## config.mk

```make
export PLATFORM = sky130hd
export DESIGN_NAME = mem_port_arbiter_flat
export DESIGN_NICKNAME = d
export VERILOG_FILES = /design/src/rtl/mem_arb_pkg.sv /design/src/rtl/mem_port_arbiter_if.sv /design/src/rtl/mem_arb_watchdog.sv /design/src/rtl/mem_port_arbiter.sv /design/src/flat_wrapper.sv
export SDC_FILE = /design/constraint.sdc
export NUM_CORES = 1
export LEC_CHECK = 0
export ABC_AREA = 1
export BUFFER_PORTS_ARGS = -buffer_cell sky130_fd_sc_hd__buf_4
export CAP_MARGIN = 10
export CORE_MARGIN = 2
export CORE_UTILIZATION = 35
export DETAILED_ROUTE_END_ITERATION = 8
export PLACE_DENSITY = 0.68
export SYNTH_ARGS = -nofsm -noshare
export SYNTH_HDL_FRONTEND = slang
export SYNTH_HIERARCHICAL = 1
export SYNTH_SLANG_ARGS = --single-unit
```

## constraint.sdc

```tcl
create_clock -name clk -period 3.44 [get_ports clk]
set_clock_uncertainty 0.1 [all_clocks]
set_input_delay 0.344 -clock clk [delete_from_list [all_inputs] [get_ports clk]]
set_output_delay 0.344 -clock clk [all_outputs]
set_load 0.02 [all_outputs]
```

## src/rtl/mem_arb_pkg.sv

```systemverilog
// Shared types and defaults for the unified-memory port arbiter.
package mem_arb_pkg;

    typedef enum logic [1:0] {
        IDLE,
        IF_BUSY,
        DM_BUSY
    } arb_state_t;

    typedef enum logic {
        GNT_IF,
        GNT_DM
    } grant_t;

    localparam int unsigned TIMEOUT_DEFAULT = 15;

endpackage

```

## src/rtl/mem_port_arbiter_if.sv

```systemverilog
// Core-side (fetch/data) and memory-side signal bundle for mem_port_arbiter.
interface mem_port_arbiter_if #(
    parameter int unsigned ADDR_WIDTH = 32,
    parameter int unsigned DATA_WIDTH = 32
);
    logic                  if_req;
    logic [ADDR_WIDTH-1:0] if_addr;
    logic [DATA_WIDTH-1:0] if_rdata;
    logic                  if_valid;

    logic                  dm_req;
    logic                  dm_we;
    logic [ADDR_WIDTH-1:0] dm_addr;
    logic [DATA_WIDTH-1:0] dm_wdata;
    logic [DATA_WIDTH-1:0] dm_rdata;
    logic                  dm_valid;

    logic                  mem_req;
    logic                  mem_we;
    logic [ADDR_WIDTH-1:0] mem_addr;
    logic [DATA_WIDTH-1:0] mem_wdata;
    logic [DATA_WIDTH-1:0] mem_rdata;
    logic                  mem_ack;

    logic                  stall_if;
    logic                  stall_dm;
    logic                  err;

    modport slave (
        input  if_req, if_addr, dm_req, dm_we, dm_addr, dm_wdata, mem_rdata, mem_ack,
        output if_rdata, if_valid, dm_rdata, dm_valid,
        output mem_req, mem_we, mem_addr, mem_wdata, stall_if, stall_dm, err
    );

    modport master (
        output if_req, if_addr, dm_req, dm_we, dm_addr, dm_wdata, mem_rdata, mem_ack,
        input  if_rdata, if_valid, dm_rdata, dm_valid,
        input  mem_req, mem_we, mem_addr, mem_wdata, stall_if, stall_dm, err
    );

endinterface

```

## src/rtl/mem_arb_watchdog.sv

```systemverilog
// Wait-cycle counter for the outstanding memory access; expired_o flags the
// waiting cycle that brings the count to TIMEOUT.
module mem_arb_watchdog
    import mem_arb_pkg::*;
#(
    parameter int unsigned TIMEOUT = TIMEOUT_DEFAULT
) (
    input  logic clk,
    input  logic rst,
    input  logic clr_i,
    input  logic en_i,
    output logic expired_o
);

    localparam int unsigned CW = $clog2(TIMEOUT + 1);

    logic [CW-1:0] count_q, count_d;

    // Abort lands on the TIMEOUT-th waiting cycle, so mem_req is held for exactly TIMEOUT cycles.
    assign expired_o = en_i && (count_q == CW'(TIMEOUT - 1));

    always_comb begin
        count_d = count_q;
        if (clr_i || expired_o) begin
            count_d = '0;
        end else if (en_i) begin
            count_d = count_q + 1'b1;
        end
    end

    always_ff @(posedge clk) begin
        if (rst) begin
            count_q <= '0;
        end else begin
            count_q <= count_d;
        end
    end

endmodule

```

## src/rtl/mem_port_arbiter.sv

```systemverilog
// Single-port memory arbiter between fetch and data stages with timeout abort.
// Optional round-robin on contested grants: define MEM_ARB_ROUND_ROBIN_EN.
module mem_port_arbiter
    import mem_arb_pkg::*;
#(
    parameter int unsigned ADDR_WIDTH = 32,
    parameter int unsigned DATA_WIDTH = 32,
    parameter int unsigned TIMEOUT    = TIMEOUT_DEFAULT
) (
    input  logic                clk,
    input  logic                rst,
    mem_port_arbiter_if.slave   bus
);

    arb_state_t            state_q, state_d;
    grant_t                gnt;
    logic                  mem_req_q, mem_req_d;
    logic                  mem_we_q, mem_we_d;
    logic [ADDR_WIDTH-1:0] mem_addr_q, mem_addr_d;
    logic [DATA_WIDTH-1:0] mem_wdata_q, mem_wdata_d;
    logic [DATA_WIDTH-1:0] if_rdata_q, if_rdata_d;
    logic [DATA_WIDTH-1:0] dm_rdata_q, dm_rdata_d;
    logic                  if_valid_q, if_valid_d;
    logic                  dm_valid_q, dm_valid_d;
    logic                  err_q, err_d;
    logic                  if_elig, dm_elig;
    logic                  wd_clr, wd_en, wd_expired;
`ifdef MEM_ARB_ROUND_ROBIN_EN
    logic                  prio_if_q, prio_if_d;
`endif

    // A requester whose valid pulse is out this cycle is still holding req; skip it.
    assign if_elig = bus.if_req && !if_valid_q;
    assign dm_elig = bus.dm_req && !dm_valid_q;

    assign wd_en  = (state_q != IDLE) && mem_req_q && !bus.mem_ack;
    assign wd_clr = (state_q == IDLE) || bus.mem_ack;

    mem_arb_watchdog #(
        .TIMEOUT (TIMEOUT)
    ) u_watchdog (
        .clk       (clk),
        .rst       (rst),
        .clr_i     (wd_clr),
        .en_i      (wd_en),
        .expired_o (wd_expired)
    );

    always_comb begin
`ifdef MEM_ARB_ROUND_ROBIN_EN
        if (if_elig && dm_elig) begin
            gnt = prio_if_q ? GNT_IF : GNT_DM;
        end else begin
            gnt = dm_elig ? GNT_DM : GNT_IF;
        end
`else
        gnt = dm_elig ? GNT_DM : GNT_IF;
`endif
    end

    always_comb begin
        state_d     = state_q;
        mem_req_d   = mem_req_q;
        mem_we_d    = mem_we_q;
        mem_addr_d  = mem_addr_q;
        mem_wdata_d = mem_wdata_q;
        if_rdata_d  = if_rdata_q;
        dm_rdata_d  = dm_rdata_q;
        if_valid_d  = 1'b0;
        dm_valid_d  = 1'b0;
        err_d       = err_q;
`ifdef MEM_ARB_ROUND_ROBIN_EN
        prio_if_d   = prio_if_q;
`endif
        case (state_q)
            IDLE: begin
                if (if_elig || dm_elig) begin
                    mem_req_d = 1'b1;
`ifdef MEM_ARB_ROUND_ROBIN_EN
                    if (if_elig && dm_elig) begin
                        prio_if_d = !prio_if_q;
                    end
`endif
                    if (gnt == GNT_DM) begin
                        state_d     = DM_BUSY;
                        mem_we_d    = bus.dm_we;
                        mem_addr_d  = bus.dm_addr;
                        mem_wdata_d = bus.dm_wdata;
                    end else begin
                        state_d     = IF_BUSY;
                        mem_we_d    = 1'b0;
                        mem_addr_d  = bus.if_addr;
                    end
                end
            end
            IF_BUSY, DM_BUSY: begin
                if (bus.mem_ack || wd_expired) begin
                    state_d   = IDLE;
                    mem_req_d = 1'b0;
                    if (!bus.mem_ack) begin
                        err_d = 1'b1;
                    end
                    if (state_q == IF_BUSY) begin
                        if_valid_d = 1'b1;
                        if_rdata_d = bus.mem_ack ? bus.mem_rdata : '0;
                    end else begin
                        dm_valid_d = 1'b1;
                        if (!bus.mem_ack) begin
                            dm_rdata_d = '0;
                        end else if (!mem_we_q) begin
                            dm_rdata_d = bus.mem_rdata;
                        end
                    end
                end
            end
            default: state_d = IDLE;
        endcase
    end

    always_ff @(posedge clk) begin
        if (rst) begin
            state_q     <= IDLE;
            mem_req_q   <= 1'b0;
            mem_we_q    <= 1'b0;
            mem_addr_q  <= '0;
            mem_wdata_q <= '0;
            if_rdata_q  <= '0;
            dm_rdata_q  <= '0;
            if_valid_q  <= 1'b0;
            dm_valid_q  <= 1'b0;
            err_q       <= 1'b0;
`ifdef MEM_ARB_ROUND_ROBIN_EN
            prio_if_q   <= 1'b0;
`endif
        end else begin
            state_q     <= state_d;
            mem_req_q   <= mem_req_d;
            mem_we_q    <= mem_we_d;
            mem_addr_q  <= mem_addr_d;
            mem_wdata_q <= mem_wdata_d;
            if_rdata_q  <= if_rdata_d;
            dm_rdata_q  <= dm_rdata_d;
            if_valid_q  <= if_valid_d;
            dm_valid_q  <= dm_valid_d;
            err_q       <= err_d;
`ifdef MEM_ARB_ROUND_ROBIN_EN
            prio_if_q   <= prio_if_d;
`endif
        end
    end

    assign bus.mem_req   = mem_req_q;
    assign bus.mem_we    = mem_we_q;
    assign bus.mem_addr  = mem_addr_q;
    assign bus.mem_wdata = mem_wdata_q;
    assign bus.if_rdata  = if_rdata_q;
    assign bus.dm_rdata  = dm_rdata_q;
    assign bus.if_valid  = if_valid_q;
    assign bus.dm_valid  = dm_valid_q;
    assign bus.err       = err_q;
    assign bus.stall_if  = bus.if_req && !if_valid_q;
    assign bus.stall_dm  = bus.dm_req && !dm_valid_q;

endmodule

```

## src/flat_wrapper.sv

```systemverilog
// flat-port wrapper written by rule: the top's interface ports become plain ports
module mem_port_arbiter_flat import mem_arb_pkg::*;
#(
    parameter int unsigned ADDR_WIDTH = 32,
    parameter int unsigned DATA_WIDTH = 32,
    parameter int unsigned TIMEOUT    = TIMEOUT_DEFAULT
)
  (clk, rst, bus_if_req, bus_if_addr, bus_dm_req, bus_dm_we, bus_dm_addr, bus_dm_wdata, bus_mem_rdata, bus_mem_ack, bus_if_rdata, bus_if_valid, bus_dm_rdata, bus_dm_valid, bus_mem_req, bus_mem_we, bus_mem_addr, bus_mem_wdata, bus_stall_if, bus_stall_dm, bus_err);
  mem_port_arbiter_if #(.ADDR_WIDTH(ADDR_WIDTH), .DATA_WIDTH(DATA_WIDTH)) bus_i ();
  input  logic clk;
  input  logic rst;
  input wire logic [$bits(bus_i.if_req)-1:0] bus_if_req;
  input wire logic [$bits(bus_i.if_addr)-1:0] bus_if_addr;
  input wire logic [$bits(bus_i.dm_req)-1:0] bus_dm_req;
  input wire logic [$bits(bus_i.dm_we)-1:0] bus_dm_we;
  input wire logic [$bits(bus_i.dm_addr)-1:0] bus_dm_addr;
  input wire logic [$bits(bus_i.dm_wdata)-1:0] bus_dm_wdata;
  input wire logic [$bits(bus_i.mem_rdata)-1:0] bus_mem_rdata;
  input wire logic [$bits(bus_i.mem_ack)-1:0] bus_mem_ack;
  output wire logic [$bits(bus_i.if_rdata)-1:0] bus_if_rdata;
  output wire logic [$bits(bus_i.if_valid)-1:0] bus_if_valid;
  output wire logic [$bits(bus_i.dm_rdata)-1:0] bus_dm_rdata;
  output wire logic [$bits(bus_i.dm_valid)-1:0] bus_dm_valid;
  output wire logic [$bits(bus_i.mem_req)-1:0] bus_mem_req;
  output wire logic [$bits(bus_i.mem_we)-1:0] bus_mem_we;
  output wire logic [$bits(bus_i.mem_addr)-1:0] bus_mem_addr;
  output wire logic [$bits(bus_i.mem_wdata)-1:0] bus_mem_wdata;
  output wire logic [$bits(bus_i.stall_if)-1:0] bus_stall_if;
  output wire logic [$bits(bus_i.stall_dm)-1:0] bus_stall_dm;
  output wire logic [$bits(bus_i.err)-1:0] bus_err;
  assign bus_i.if_req = bus_if_req;
  assign bus_i.if_addr = bus_if_addr;
  assign bus_i.dm_req = bus_dm_req;
  assign bus_i.dm_we = bus_dm_we;
  assign bus_i.dm_addr = bus_dm_addr;
  assign bus_i.dm_wdata = bus_dm_wdata;
  assign bus_i.mem_rdata = bus_mem_rdata;
  assign bus_i.mem_ack = bus_mem_ack;
  assign bus_if_rdata = bus_i.if_rdata;
  assign bus_if_valid = bus_i.if_valid;
  assign bus_dm_rdata = bus_i.dm_rdata;
  assign bus_dm_valid = bus_i.dm_valid;
  assign bus_mem_req = bus_i.mem_req;
  assign bus_mem_we = bus_i.mem_we;
  assign bus_mem_addr = bus_i.mem_addr;
  assign bus_mem_wdata = bus_i.mem_wdata;
  assign bus_stall_if = bus_i.stall_if;
  assign bus_stall_dm = bus_i.stall_dm;
  assign bus_err = bus_i.err;
  mem_port_arbiter #(.ADDR_WIDTH(ADDR_WIDTH), .DATA_WIDTH(DATA_WIDTH), .TIMEOUT(TIMEOUT)) u_core (.clk(clk), .rst(rst), .bus(bus_i));
endmodule
```

# Word-level counts from Yosys, hierarchy flattened

Index checks and enable logic that the tools add are counted.
W data, S select, Z words.

Register bits after elaboration: 139
Bits in latches: 0
RAM bits: 0
ROM bits: 0
Bits of input ports: 134
Output and inout bits: 135
Logic and storage cells: 62
Memories: 0

Add/subtract/negate cells: 1
Multiply operators: 0
Div/mod/pow operators: 0
Order comparisons: 0
Equal/unequal tests: 6
Shifts and indexed selects: 0
Muxes and demuxes: 15
Bitwise gates (word level): 4
Reductions and logical operators: 25

Operator list:

| cell                  | number |
|---|---|
| $mux W32              | 4 |
| $reduce_and A3 Y1     | 4 |
| $mux W1               | 6 |
| $mux W2               | 3 |
| $logic_and A1 B1 Y1   | 5 |
| $add A4 B1 Y4 const B | 1 |
| $eq A4 B4 Y1 const B  | 1 |
| $logic_or A1 B1 Y1    | 4 |
| $ne A2 B2 Y1 const B  | 2 |
| $not A1 Y1            | 4 |
| $pmux W2 S2           | 1 |
| $reduce_and A2 Y1     | 2 |
| $reduce_and A4 Y1     | 1 |
| $reduce_bool A2 Y1    | 2 |
| $reduce_or A2 Y1      | 2 |
| $logic_not A1 Y1      | 3 |
| $reduce_or A3 Y1      | 1 |
| $eq A2 B1 Y1 const B  | 1 |
| $eq A2 B2 Y1 const B  | 1 |
| $logic_not A2 Y1      | 1 |
| $ne A2 B1 Y1 const B  | 1 |
| $pmux W1 S2           | 1 |

# Logic depth before layout (Yosys ltp)

Word-level depth: 7
Depth in mapped cells: 14
Gate-level depth less buffers: 13

# By module

Netlist, hierarchy kept.

By module, submodules not included:

| module           | instances | cells an instance | area an instance (um^2) | sequential area each (um^2) |
|---|---|---|---|---|
| mem_port_arbiter | 1         | 786               | 5651.7                  | 2702.6 |
| mem_arb_watchdog | 1         | 31                | 211.5                   | 80.1 |

# Least setup slack after synthesis

OpenSTA, ideal clock, no wires.

Path type: reg-to-reg
From: register u_core.state_q[0]
To: register u_core.dm_rdata_q[10], in the netlist u_core/bus.dm_rdata[10]
Setup time: 0.116 ns
Arrival time: 1.719 ns
Required time: 3.224 ns
Slack: 1.506 ns
Stages on the path, launching flop included: 14
Path buffers: 1
Clock period less this slack: 1.934 ns
Path through: dfxtp_1 inv_1 ha_1 inv_1 nand2_1 nor2_1 nand4_1 inv_1 nor2_4 nor2_8 nand2_2 clkbuf_2 o21ai_0 nor2_1

Word-level cells in the longest chain between the ends: 6
Elaborated cells on any way between the ends: 10
Classes of those cells: eq/ne: 2; bitwise: 1; reduce/logical: 7

Ends and longest elaborated chain:

| element                          | RTL line                | RTL |
|---|---|---|
| start: declaration               | mem_port_arbiter.sv:15  | `arb_state_t state_q, state_d;` |
| start signal: assignment         | mem_port_arbiter.sv:136 | `state_q <= state_d;` |
| $reduce_bool A2 Y1               | mem_port_arbiter.sv:36  | `assign wd_en = (state_q != IDLE) && mem_req_q && !bus.mem_ack;` |
| $logic_and A1 B1 Y1 (2 in a row) | mem_port_arbiter.sv:36  |  |
| named net u_core.wd_en           | mem_port_arbiter.sv:27  | `logic wd_clr, wd_en, wd_expired;` |
| $logic_and A1 B1 Y1              | mem_arb_watchdog.sv:20  | `assign expired_o = en_i && (count_q == CW'(TIMEOUT - 1));` |
| named net u_core.wd_expired      | mem_port_arbiter.sv:27  |  |
| $logic_or A1 B1 Y1               | mem_port_arbiter.sv:97  | `if (bus.mem_ack \|\| wd_expired) begin` |
| $reduce_and A4 Y1 (no line)      | n/a                     |  |
| end signal: assignment           | mem_port_arbiter.sv:142 | `dm_rdata_q <= dm_rdata_d;` |
| end: declaration                 | mem_port_arbiter.sv:22  | `logic [DATA_WIDTH-1:0] dm_rdata_q, dm_rdata_d;` |

The timed path passes the listed nets, and every way through them passes these cells.
A chain may end at the register's enable or synchronous reset.

# Worst setup path in the final report

From: register u_core.state_q[0]
To: register u_core.if_rdata_q[21], in the netlist u_core/bus.if_rdata[21]

Word-level cells in the longest chain between the ends: 6
Elaborated cells on any way between the ends: 9
Classes of those cells: eq/ne: 2; reduce/logical: 7

Ends and longest elaborated chain:

| element                          | RTL line                | RTL |
|---|---|---|
| $reduce_bool A2 Y1               | mem_port_arbiter.sv:36  |  |
| $logic_and A1 B1 Y1 (2 in a row) | mem_port_arbiter.sv:36  |  |
| named net u_core.wd_en           | mem_port_arbiter.sv:27  |  |
| $logic_and A1 B1 Y1              | mem_arb_watchdog.sv:20  |  |
| named net u_core.wd_expired      | mem_port_arbiter.sv:27  |  |
| $logic_or A1 B1 Y1               | mem_port_arbiter.sv:97  |  |
| $reduce_and A3 Y1 (no line)      | n/a                     |  |
| end signal: assignment           | mem_port_arbiter.sv:141 | `if_rdata_q <= if_rdata_d;` |
| end: declaration                 | mem_port_arbiter.sv:21  | `logic [DATA_WIDTH-1:0] if_rdata_q, if_rdata_d;` |

The timed path passes the listed nets, and every way through them passes these cells.

==> metrics list <==
* Final ANT Viol Nets: 0
* Die Footprint: ~18000 um2
* Number of buffers inserted by hold repair at cts: 0
* Sink count of the clock tree: 139
- The clock period could shrink to about 2.8 ns.
- Dividing the detail-routed via count by the number of cells gives 4.62.
* Sequential fraction of design power: between 30% and 40%
- The worst setup path is launched from a register.
* Net count after synthesis: roughly 960
- Input and output buffers added on the ports amount to around 270.
* Slowest stage cell on the critical path: nand2_2
- Maximum number of pins on one net before global-route repair: between 50 and 60
- In this run the worst path has a maximum fanout of 33.
- CP startpoint: u_core/state_q[0]
- Area share of the largest cell type after synthesis: a little under half
* Post-cts sizing count: 0
* Top cell family by delay on the critical path: simple AND/OR/NAND/NOR gates
* Post-Place Worst Slack: between 0.6 and 0.7 ns
- 269 I/O pins were placed.
* # setup viols final: 0
* Power per unit of standard cell area: around 760 nW/um2
- The max-slew violation count was 0.
- Antenna violations before repair: 0
* Sequential fraction of the synthesis area: a little under half
- In this run the register-to-register setup slack is between 0.6 and 0.7 ns.
- The design draws between 0.006 and 0.007 W.
- Status: completed
- Total net switching power: approximately 0.0025 W
- Horizontal die dimension: 133 um
- Vias in the first global route: approximately 5700
- Post-CTS timing repair inserted 0 buffers for setup.
- Number of register bits inferred by synthesis: between 100 and 150
* Number of non-filler instances in the completed layout: 1291
* Fmax: 362 MHz
* Total count of hold-check failures in the final report: 0
- Setup repair after global routing missed its margin: false
- CP required: around 3.6 ns
- Proportion of synthesized flip-flops having asynchronous set or reset: 0%
- Element type at the critical path end: register
* EDFF count, synth: 0
- Starting Density: a little over a third
- The root buffer cell chosen for the clock tree is clkbuf_16.
- After filler insertion, the fill cell instance count of the layout stands at approximately 1700.
* Min-Delay Path Class: in -> reg
- For the final routed database, the setup TNS stands at 0 ns.
- Number of cells produced by synthesis: slightly above 800
- Dominant cell type by count on the critical path: inv_1
- Counting buffers and inverters, the worst setup path is 13 cells deep.
- The number of clock buffers added by TritonCTS is 17.
- TritonCTS built the clock tree.
* Starting DRC count in detailed routing: 318
- For the pin with the worst max-slew slack, the measured transition is ~1 ns.
* Delay contributed by the slowest stage of the critical path: 0.41 ns
- The critical path is of the reg -> reg type.
* Leading post-synthesis cells by cell area: dfxtp_1, nand2_1, a21oi_1, nor2_1, inv_1
- Once routing completed, OpenROAD measured the worst setup slack at between 0.6 and 0.7 ns.
- The post-route netlist has a little under a third of its cells at a drive strength greater than 1.
- After clock tree synthesis, the clock-pin slew on the worst setup and hold paths is roughly 0.060 ns.
- During synthesis, Yosys emitted a total of 6 warnings.
- The critical path contains buffers and inverters numbering 4 combined.
- The share of total power dissipated in the clock network is between 20% and 30%.
* Worst reg2reg path endpoint: u_core/bus.if_rdata[21]
- Max cap viols: 0
- Critical path data arrival time: just under 3 ns
- In this run, placement finished with an instance count of 1259.
- Cell internal power was estimated by the tool at 0.00396 W.
- Post-synthesis cell area: between 5000 and 6000 um2
- dfxtp_1 takes more of the synthesized area than any other cell.
- Total core area: 16500 um2
- Global routing finished with a remaining overflow of 0.
- Peak supply drop: around 370 uV
- Growth of design area from synthesis to finish: 44.2%
- Wire per inst: 13.8 um
- Netlist cell types: 28
* Number of cells on the worst reg-to-reg path: 13
- Net switching is 38.7% of the power.
- Site row count: 47
- Bufs on Longest Clock Path: 2
- Nets@finish: ~1200
* Insertion delay of the later-clocked pin in the worst-skew pair: 0.41 ns
* Mean post-synth cell area: roughly 7.2 um2
- The routed layout has ~6000 vias.
* Total routing usage reported by global routing: between 10% and 20%
- The die is between 100 and 150 um tall.
* Period utilization: about four fifths
- The first global-routing pass estimated around 28 mm of wire.
- Leakage Power: between 4 and 5 nW
* Length of the first detailed-routing pass in iterations: 4
- In the routed design, unresolved DRC markers number 0.
- The most critical setup path has its endpoint at u_core/bus.if_rdata[21].
- Walking the worst path, the cells encountered are inv_1 -> ha_1 -> inv_1 -> nand2_1 -> nor2_1 -> nand4_1 -> inv_1 -> nor2_4 -> nor2_8 -> buf_4 -> nand2_2 -> nand2_1 -> a21oi_1.
- The most used flip-flop cell after synthesis is dfxtp_1.
- Measured against its own limit, the worst slew margin works out to roughly a third.
- Combinational power share: between 30% and 40%
- In this run the number of H-tree levels came out at 4.
- Detail Placement HPWL: about 12 mm
- Final wirelength: roughly 18 mm
* Crit Reg-Reg Startpoint: u_core/state_q[0]
- Ant diodes: 0
- At the end of routability-driven placement, the weighted congestion stood at between 0.8 and 0.9.
[how the worst min path moves through the flow]
| stage | from | end | slack (ns) | depth (start not counted) |
|---|---|---|---|---|
| 2_1_floorplan | u_core/state_q[0] | u_core/state_q[0] | 0.38 | 2 |
| 3_3_place_gp | u_core/bus.err | u_core/bus.err | 0.34 | 2 |
| 3_5_place_dp | u_core/bus.err | u_core/bus.err | 0.35 | 2 |
| 4_1_cts | bus_dm_wdata[16] | u_core/bus.mem_wdata[16] | 0.06 | 3 |
| 5_1_grt | bus_dm_wdata[14] | u_core/bus.mem_wdata[14] | 0.06 | 3 |
| 6_report | bus_dm_wdata[16] | u_core/bus.mem_wdata[16] | 0.08 | 3 |
[power by group through the flow]
stage	Sequential (W)	Clock, W	Combinational, W
2_1_floorplan	0.00258	0	0.00125
3_3_place_gp	0.00217	0	0.00247
3_5_place_dp	0.00218	0	0.00249
4_1_cts	0.00215	0.00190	0.00250
5_1_grt	0.00219	0.00196	0.00272
6_report	0.00215	0.00185	0.00247
[worst register-to-register path, delay by kind of cell (launching register included)]
family	cells	cell delay [ns]
AND/OR/NAND/NOR	7	1.30
AO/OA/AOI/OAI	1	0.08
flip-flops	1	0.34
adder cells (fa/ha/maj)	1	0.20
buffers and inverters	4	0.60
[per-stage QoR]
step	util, %	cell area, um2	hold WS [ns]
CTS	51.4	8460	0.0572
global placement	47.7	7860	0.339
finish	51.4	8460	0.0807
floorplan	-	5860	0.376
global route	51.4	8460	0.0648
detailed placement	47.7	7860	0.352
[cell usage after synthesis, types with 5 or more instances]
master,instances
a21oi_1,95
a21oi_2,6
buf_2,18
clkbuf_1,17
dfxtp_1,139
ha_1,5
inv_1,49
nand2_1,303
nand2_2,10
nand3_1,34
nor2_1,76
o21ai_0,33
[cell type report]
cell class                 count  area, um2  share of cell area [%]
timing repair buffer         274       2060                    24.3
inverter                      52        195                    2.31
tap                          220        275                    3.26
sequential                   139       2780                    32.9
clock buffer                  18        439                    5.19
multi-input combinational    574       2550                    30.1
clock inverter                14        160                    1.89
[per-layer routing]
metal  track usage [%]  vias up  share of wire [%]
li1                  -     3036                  -
met1              23.1     2678                 42
met2              32.7      223                 47
met3              6.66       31                8.5
met4              8.16        0                2.5
met5                 0        -                  0
[sequential cells by signal, summed over array words and instances, names as in the netlist]
register and flops:
u_core/bus.dm_rdata 32, u_core/bus.dm_valid 1, u_core/bus.err 1, u_core/bus.if_rdata 32
u_core/bus.if_valid 1, u_core/bus.mem_addr 32, u_core/bus.mem_req 1, u_core/bus.mem_wdata 32
u_core/bus.mem_we 1, u_core/state_q 2, u_core/u_watchdog/count_q 4
[logic make-up after synthesis]
family	synth area share (%)
buffers and inverters	9.11
flip-flops	47.5
XOR/XNOR	0.149
AO/OA/AOI/OAI	12.0
adder cells (fa/ha/maj)	1.07
AND/OR/NAND/NOR	30.2
[layout by cell type (no fill, tap or decap), types with 10 or more instances in the layout]
| cell type | instances |
|---|---|
| nand3_1 | 34 |
| clkbuf_16 | 17 |
| dfxtp_1 | 139 |
| inv_1 | 49 |
| nor2_1 | 76 |
| nand2_2 | 10 |
| buf_4 | 274 |
| a21oi_1 | 95 |
| nand2_1 | 303 |
| o21ai_0 | 33 |
Power figures use the tool's default switching activity.
